$ cat config.mk
export PLATFORM = sky130hd
export DESIGN_NAME = operand_sel_pipe
export DESIGN_NICKNAME = d
export VERILOG_FILES = /design/src/rtl/operand_sel_pipe.sv
export SDC_FILE = /design/constraint.sdc
export NUM_CORES = 1
export LEC_CHECK = 0
export ABC_AREA = 0
export ABC_CLOCK_PERIOD_IN_PS = 4059
export CAP_MARGIN = 20
export CORE_MARGIN = 5
export CORE_UTILIZATION = 40
export CTS_CLUSTER_DIAMETER = 150
export DETAILED_ROUTE_END_ITERATION = 12
export PLACE_DENSITY_LB_ADDON = 0.15
export SYNTH_ARGS = -nofsm -noshare
export SYNTH_HDL_FRONTEND = slang
export SYNTH_SLANG_ARGS = --single-unit
$ cat constraint.sdc
create_clock -name clk -period 4.06 [get_ports clk]
set_input_delay 1.015 -clock clk [delete_from_list [all_inputs] [get_ports clk]]
set_output_delay 1.015 -clock clk [all_outputs]
set_load 0.01 [all_outputs]
$ cat src/rtl/operand_sel_pipe.sv
// operand_sel_pipe
//   N-source, WIDTH-bit operand selector feeding a 2-entry skid buffer with
//   valid/ready handshakes on both sides. Out-of-range selects capture zero
//   and set a sticky error flag.
//
//   Optional feature: define OPSEL_XFER_COUNT_EN to build a 16-bit wrapping
//   counter of delivered operands on xfer_count. When undefined, xfer_count
//   is tied to zero and no counter flops exist.
//
// Ports
//   clk, reset            rising-edge clock, async active-high reset
//   in_valid/in_ready     upstream handshake (sel, src_data)
//   sel [SEL_W]           source index of the offered beat
//   src_data [NUM_SRC*W]  flattened sources, source i at [i*WIDTH +: WIDTH]
//   out_valid/out_ready   downstream (ALU) handshake
//   out_data [WIDTH]      selected operand
//   out_sel [SEL_W]       select tag that produced out_data
//   err_sel               sticky out-of-range flag, err_clr clears it
//   xfer_count [16]       delivered-operand count (0 without the feature)
module operand_sel_pipe #(
    parameter int WIDTH   = 32,
    parameter int NUM_SRC = 4,
    parameter int SEL_W   = 2
) (
    input  logic                     clk,
    input  logic                     reset,
    input  logic                     in_valid,
    output logic                     in_ready,
    input  logic [SEL_W-1:0]         sel,
    input  logic [NUM_SRC*WIDTH-1:0] src_data,
    output logic                     out_valid,
    input  logic                     out_ready,
    output logic [WIDTH-1:0]         out_data,
    output logic [SEL_W-1:0]         out_sel,
    output logic                     err_sel,
    input  logic                     err_clr,
    output logic [15:0]              xfer_count
);

    typedef enum logic [1:0] {S_EMPTY, S_ONE, S_TWO} state_t;

    state_t           state;
    logic [WIDTH-1:0] head_data, skid_data;
    logic [SEL_W-1:0] head_sel, skid_sel;
    logic [WIDTH-1:0] sel_word;
    logic             sel_oor;
    logic             accept, pop;

    // Source mux; any index with no matching source falls through to zero.
    always_comb begin
        sel_word = '0;
        for (int i = 0; i < NUM_SRC; i++) begin
            if (sel == SEL_W'(i))
                sel_word = src_data[i*WIDTH +: WIDTH];
        end
    end

    assign sel_oor = ({1'b0, sel} >= (SEL_W+1)'(NUM_SRC));

    // in_ready depends only on the state register (plus reset), never on
    // out_ready or in_valid, so the upstream ready path stays short.
    assign in_ready  = !reset && (state != S_TWO);
    assign out_valid = (state != S_EMPTY);
    assign accept    = in_valid && in_ready;
    assign pop       = out_valid && out_ready;
    assign out_data  = head_data;
    assign out_sel   = head_sel;

    always_ff @(posedge clk or posedge reset) begin
        if (reset) begin
            state     <= S_EMPTY;
            head_data <= '0;
            head_sel  <= '0;
            skid_data <= '0;
            skid_sel  <= '0;
        end else begin
            case (state)
                S_EMPTY: begin
                    if (accept) begin
                        head_data <= sel_word;
                        head_sel  <= sel;
                        state     <= S_ONE;
                    end
                end
                S_ONE: begin
                    if (accept && pop) begin
                        head_data <= sel_word;
                        head_sel  <= sel;
                    end else if (accept) begin
                        skid_data <= sel_word;
                        skid_sel  <= sel;
                        state     <= S_TWO;
                    end else if (pop) begin
                        state <= S_EMPTY;
                    end
                end
                S_TWO: begin
                    // Full: in_ready is low, so only a pop can happen here.
                    if (pop) begin
                        head_data <= skid_data;
                        head_sel  <= skid_sel;
                        state     <= S_ONE;
                    end
                end
                default: state <= S_EMPTY;
            endcase
        end
    end

    // Sticky error; a new out-of-range accept beats a coincident clear.
    always_ff @(posedge clk or posedge reset) begin
        if (reset)
            err_sel <= 1'b0;
        else if (accept && sel_oor)
            err_sel <= 1'b1;
        else if (err_clr)
            err_sel <= 1'b0;
    end

`ifdef OPSEL_XFER_COUNT_EN
    logic [15:0] xfer_q;

    always_ff @(posedge clk or posedge reset) begin
        if (reset)
            xfer_q <= '0;
        else if (pop)
            xfer_q <= xfer_q + 16'd1;
    end

    assign xfer_count = xfer_q;
`else
    assign xfer_count = '0;
`endif

endmodule

==> results of run 1 <==
==> synthesized netlist by cell type, types with 2 or more instances <==
| cell type | count | area share [%] |
|---|---|---|
| or3_1 | 32 | 4.2 |
| nor2b_1 | 2 | 0.26 |
| buf_2 | 17 | 1.8 |
| nand2b_1 | 2 | 0.26 |
| buf_6 | 4 | 0.94 |
| buf_1 | 2 | 0.16 |
| inv_1 | 2 | 0.16 |
| nand3b_1 | 32 | 5.0 |
| mux2i_1 | 97 | 20 |
| a41oi_1 | 32 | 5.9 |
| nand2_1 | 32 | 2.5 |
| dfrtp_1 | 70 | 37 |
| clkbuf_1 | 25 | 2.0 |
| mux2_2 | 39 | 9.2 |
| a311oi_1 | 32 | 5.9 |
| buf_4 | 21 | 3.3 |
==> worst max-delay path by stage <==
stage | slack (ns) | startpoint | to | depth (start not counted)
after detailed placement | 0.85 | reset | in_ready | 3
after CTS | 0.84 | reset | in_ready | 3
final | 0.85 | reset | in_ready | 3
after global routing | 0.81 | reset | in_ready | 3
after global placement | 0.86 | reset | in_ready | 3
after floorplan | 1.28 | reset | out_data[0] | 1
==> metrics by stage <==
step	power [W]	std cells	hold slack (ns)	util (%)
finish	0.00273	735	0.507	57.8
global route	0.00289	735	0.513	57.8
CTS	0.00275	735	0.509	57.8
detailed placement	0.00204	720	0.491	55.5
global placement	0.00200	720	0.484	55.5
floorplan	0.00158	466	0.475	-
==> registers in the layout, summed over array words and instances, names as in the netlist <==
register   cells
out_data      32
out_sel        2
skid_data     32
skid_sel       2
state          2
==> layout make-up <==
cell class,count,share of cell area (%)
Sequential cell,70,26.2
Inverter,3,0.168
Timing Repair Buffer,180,26.6
Multi-Input combinational cell,324,40.4
Tap cell,143,2.67
Clock buffer,9,3.37
Clock inverter,6,0.599
==> routing by layer <==
metal,wire length [um],global-route usage [%],up-vias,part of all wire [%]
met1,5940,24.7,2084,42
met3,997,5.45,11,7.0
met2,7220,34.3,168,51
li1,-,-,1958,-
met4,122,4.34,0,0.85
met5,0,0,-,0
==> kinds of logic (layout without fill, tap and decap cells) <==
logic type	count (synthesis)	after routing	share of synthesized area (%)
AOI/OAI and AO/OA	67	67	12.2
buffers and inverters	72	198	8.39
DFF	70	70	36.7
muxes	136	136	29.5
other	1	17	0.0786
and+or+nand+nor	104	104	13.1
==> worst max-delay path: cells and delay by family <==
kind	cells	cell delay, ns
buffers and inverters	2	1.03
and+or+nand+nor	1	0.14
==> power groups by stage <==
stage                     clock network [W]  registers (W)  logic, W
after CTS                          0.000719        0.00108  0.000953
after global placement                    0        0.00108  0.000923
final                              0.000703        0.00108  0.000943
after detailed placement                  0        0.00109  0.000949
after floorplan                           0        0.00111  0.000477
after global routing               0.000754        0.00111   0.00102
==> flow_summary.yaml, run 1 <==
run_status:
  status: "finished, final reports clean"
worst_hold_path:
  min_path_type: "flip-flop to flip-flop"
  whs_path_depth: 1
  min_to: "skid_data[7]"
  worstHoldStart: "skid_data[7]"
timing:
  skew_ns: 0.00803
  fin_setup_tns_ns: 0
  grt_setup_unrepaired: "no"
  max_freq_mhz: 312
  finalCritPeriodShare_pct: 79.0
  slew_headroom_pct: 26.1
  worst_pin_slew_ns: 1.11
  finalSetupViolCount: 0
  drv_slew: 0
  fin_crit_ns: 3.21
  hold_viol: 0
  postLayoutSetupSlackWorst_ns: 0.854
final_layout:
  fillers: 1001
  diodes: 0
  regArea_sq_mm: 0.00175
  final_nets: 723
  multi_input_area_sq_mm: 0.00270
  final_cell_mix: "clkdlybuf4s50_1, mux2i_1, dfrtp_1"
  drive_gt1_share_pct: 12.7
  finish.instance_area_sq_mm: 0.00669
  mostFrequentLayoutCell: "clkdlybuf4s50_1"
  area_growth_pct: 40.2
global_routing:
  grt_max_degree: 99
  antenna_found_initial: 0
  overflow: 0
  grt_pass1_vias: 4480
  grt_pass1_wl_um: 23000
  grt.total_usage_pct: 19.8
worst_setup_path:
  cpPeakStageDelay_ns: 0.54
  r2r-end: "out_sel[1]"
  worstPathRequired_ns: 3.04
  critPathMaxFanout: 3
  slowest_stage: "clkdlybuf4s50_1"
  r2r_slack_ns: 2.00
  cp.arrival_ns: 2.19
  criticalPathCategory: "input port to primary output"
  cp-end-kind: "primary output"
  r2r_start: "state[1]"
  cpMostUsedCell: "clkdlybuf4s50_1"
  crit_chain: "clkdlybuf4s50_1, nor2_1, clkdlybuf4s50_1"
  startpoint_type: "input port"
  r2r.worst_path.cells: 4
die:
  die_width_um: 119
  initial_core_util_pct: 41.3
  die_h_um: 119
  core_sq_mm: 0.0116
  fp-row-count: 39
  ios: 188
  dieArea_sq_mm: 0.0142
power:
  p_sw_w: 0.000809
  pwr-share-seq_pct: 39.6
  p_per_area_mw_per_mm2: 407
  power_frac_clock_pct: 25.8
  swShare_pct: 29.7
  p_int_w: 0.00192
  pwr-share-comb_pct: 34.6
  peakVddDrop_mv: 0.265
  leakage_nw: 2.70
route:
  drcViolationCount: 0
  drt-initial-drc-count: 251
  vias: 4221
  dr.pass1.iters: 4
  wl_per_cell_um: 19.4
  routed_wl_um: 14300
  viasPerCell: 5.74
  drtAntennaViolNets: 0
logic_synthesis:
  ys_seq_elements: 70
  netlist_area_sq_mm: 0.00477
  ys_seq_area_share_pct: 36.7
  async_flop_share_pct: 100
  synth-main-ff-cell: "dfrtp_1"
  avgSynthCellArea_sq_um: 10.6
  postSynthCellCount: 450
  synth_cell_types: 25
  synth_edf_count: 0
  ys_warn_count: 0
cts:
  root_buffer: "clkbuf_16"
  cts_buffers: 9
  worstSkewPairLatency_ns: 0.33
  holdBufCountCts: 0
  cts_max_path_buffers: 2
  clock-sinks: 70
  cts_tree: "built"
  cts_resized: 0
  htree_levels: 3
  path_clk_slew_ns: 0.06
  post_cts_buffers: 0
place:
  place_ws_ns: 0.846
  postPlaceCellArea_sq_mm: 0.00642
  dp_hpwl_um: 9310
  gp_congestion: 0.741
  io_buffers: 169
flow_run:
  cap_violations: 0
Power figures use the tool's default switching activity.
==> run 2, diff against run 1 <==
--- a/config.mk
+++ b/config.mk
@@ -6,7 +6,7 @@
 export NUM_CORES = 1
 export LEC_CHECK = 0
 export ABC_AREA = 0
-export ABC_CLOCK_PERIOD_IN_PS = 4059
+export ABC_CLOCK_PERIOD_IN_PS = 3200
 export CAP_MARGIN = 20
 export CORE_MARGIN = 5
 export CORE_UTILIZATION = 40
==> constraint.sdc (replaced) <==
create_clock -name clk -period 3.2 [get_ports clk]
set_input_delay 0.8 -clock clk [delete_from_list [all_inputs] [get_ports clk]]
set_output_delay 0.8 -clock clk [all_outputs]
set_load 0.01 [all_outputs]
==> run 2 against run 1 <==
Worst setup slack worse by 0.44 ns. Combinational power rose by 27%. Largest power group unchanged. Final cell count grew 0.95%. Power grew 40%. Via count grew 2.1%. Critical path type unchanged. Die area unchanged. Clock power rose by 76%. Design area is 2.5% higher. Hold slack worse by 0.0022 ns. Critical endpoint unchanged. Sequential cell count unchanged. Non-clock buffer count is 6 higher.
==> flow_summary.yaml, run 2 (synthesis results as in run 1) <==
worst_setup_path:
  cp-end-kind: "primary output"
  r2r.worst_path.cells: 4
  r2r-end: "out_sel[1]"
  cpMostUsedCell: "clkdlybuf4s50_1"
  critPathTopFamily: "buffers and inverters"
  cp.arrival_ns: 1.99
  criticalPathCategory: "input port to primary output"
  worstPathRequired_ns: 2.40
  crit_chain: "clkdlybuf4s50_1, nor2_1, clkdlybuf4s50_1"
  critPathBufInv: 2
  startpoint_type: "input port"
  slowest_stage: "clkdlybuf4s50_1"
  r2r_start: "state[1]"
  r2r_slack_ns: 1.17
  critPathMaxFanout: 3
  cpPeakStageDelay_ns: 0.55
power:
  power_frac_clock_pct: 32.4
  peakVddDrop_mv: 0.298
  p_sw_w: 0.00103
  pwr-share-seq_pct: 36.0
  p_per_area_mw_per_mm2: 556
  pwr-share-comb_pct: 31.6
  swShare_pct: 27.0
  p_int_w: 0.00278
  leakage_nw: 2.80
final_layout:
  mostFrequentLayoutCell: "clkdlybuf4s50_1"
  final_nets: 729
  area_growth_pct: 43.6
  drive_gt1_share_pct: 13.7
  diodes: 0
  layout.cells.non_filler: 742
  final_cell_mix: "clkdlybuf4s50_1, mux2i_1, dfrtp_1"
place:
  dp_hpwl_um: 9800
  gp_congestion: 0.730
  io_buffers: 169
  place_ws_ns: 0.412
  placed_cells: 726
timing:
  fin_setup_tns_ns: 0
  max_freq_mhz: 359
  finalSetupViolCount: 0
  drv_slew: 0
  worst_pin_slew_ns: 1.08
  hold_viol: 0
  fin_crit_ns: 2.79
  slew_headroom_pct: 27.8
  holdWs_ns: 0.505
  skew_ns: 0.00732
  grt_setup_unrepaired: "no"
  finalCritPeriodShare_pct: 87.1
  postLayoutSetupSlackWorst_ns: 0.413
cts:
  cts_max_path_buffers: 2
  post_cts_buffers: 0
  root_buffer: "clkbuf_16"
  htree_levels: 3
  cts_tree: "built"
  holdBufCountCts: 0
  cts_resized: 0
  cts_buffers: 9
  worstSkewPairLatency_ns: 0.32
  path_clk_slew_ns: 0.05
  clock-sinks: 70
global_routing:
  grt_pass1_wl_um: 23100
  grt_pass1_vias: 4459
  grt_max_degree: 99
  overflow: 0
  antenna_found_initial: 0
  grt.total_usage_pct: 19.9
worst_hold_path:
  worstHoldStart: "skid_data[9]"
  whs_path_depth: 1
  min_path_type: "flip-flop to flip-flop"
  min_to: "skid_data[9]"
die:
  fp-row-count: 39
  core_sq_mm: 0.0116
  die_width_um: 119
  dieArea_sq_mm: 0.0142
  die_h_um: 119
  initial_core_util_pct: 41.3
  ios: 188
run_status:
  status: "finished, final reports clean"
route:
  drt-initial-drc-count: 175
  drcViolationCount: 0
  vias: 4308
  routed_wl_um: 14100
  dr.pass1.iters: 4
  viasPerCell: 5.81
  drtAntennaViolNets: 0
  wl_per_cell_um: 19.0
flow_run:
  cap_violations: 0
==> run 2: cell count changes in the layout (fill, tap and decap cells not counted) <==
cell        previous run  this run
buf_12                 1         2
clkinvlp_4             4         1
buf_4                 12        17
clkinv_2               2         1
clkbuf_8               0         1
bufinv_16              0         4
==> run 2: how the worst max path moves through the flow <==
stage | startpoint | to | cells after the start
5_1_grt | reset | in_ready | 3
2_1_floorplan | reset | out_data[0] | 1
4_1_cts | reset | in_ready | 3
6_report | reset | in_ready | 3
3_3_place_gp | reset | in_ready | 3
3_5_place_dp | reset | in_ready | 3
==> run 2: metal layers <==
| layer | vias up | routed length, um | track usage [%] |
|---|---|---|---|
| met2 | 179 | 7090 | 34.2 |
| met4 | 0 | 124 | 5.07 |
| li1 | 1980 | - | - |
| met5 | - | 0 | 0 |
| met3 | 10 | 1100 | 4.55 |
| met1 | 2139 | 5800 | 25.2 |
==> run 2: power groups by stage <==
| stage | Sequential [W] | Combinational [W] | Clock (W) |
|---|---|---|---|
| 3_3_place_gp | 0.00137 | 0.00118 | 0 |
| 6_report | 0.00137 | 0.00120 | 0.00124 |
| 3_5_place_dp | 0.00139 | 0.00121 | 0 |
| 4_1_cts | 0.00137 | 0.00122 | 0.00125 |
| 5_1_grt | 0.00141 | 0.00131 | 0.00130 |
| 2_1_floorplan | 0.00140 | 0.000605 | 0 |
==> run 2: metrics by stage <==
stage                     util [%]  area (sq um)  power [W]
after CTS                     59.3          6850    0.00385
after floorplan                  -          4830    0.00201
after detailed placement      56.0          6480    0.00260
after global placement        56.0          6480    0.00255
after global routing          59.3          6850    0.00402
final                         59.3          6850    0.00381
==> run 2: final cells by class <==
cell class | count | area [sq um]
fill | 977 | 4710
multi-input combinational | 324 | 2700
timing repair buffer | 186 | 1840
sequential | 70 | 1750
clock buffer | 10 | 239
tap | 143 | 179
clock inverter | 6 | 133
inverter | 3 | 11.3
==> run 3, diff against run 2 <==
--- a/config.mk
+++ b/config.mk
@@ -7,7 +7,6 @@
 export LEC_CHECK = 0
 export ABC_AREA = 0
 export ABC_CLOCK_PERIOD_IN_PS = 3200
-export CAP_MARGIN = 20
 export CORE_MARGIN = 5
 export CORE_UTILIZATION = 40
 export CTS_CLUSTER_DIAMETER = 150
==> results of run 3 <==
The final DEF is identical to that of run 2; final timing and power are the same.
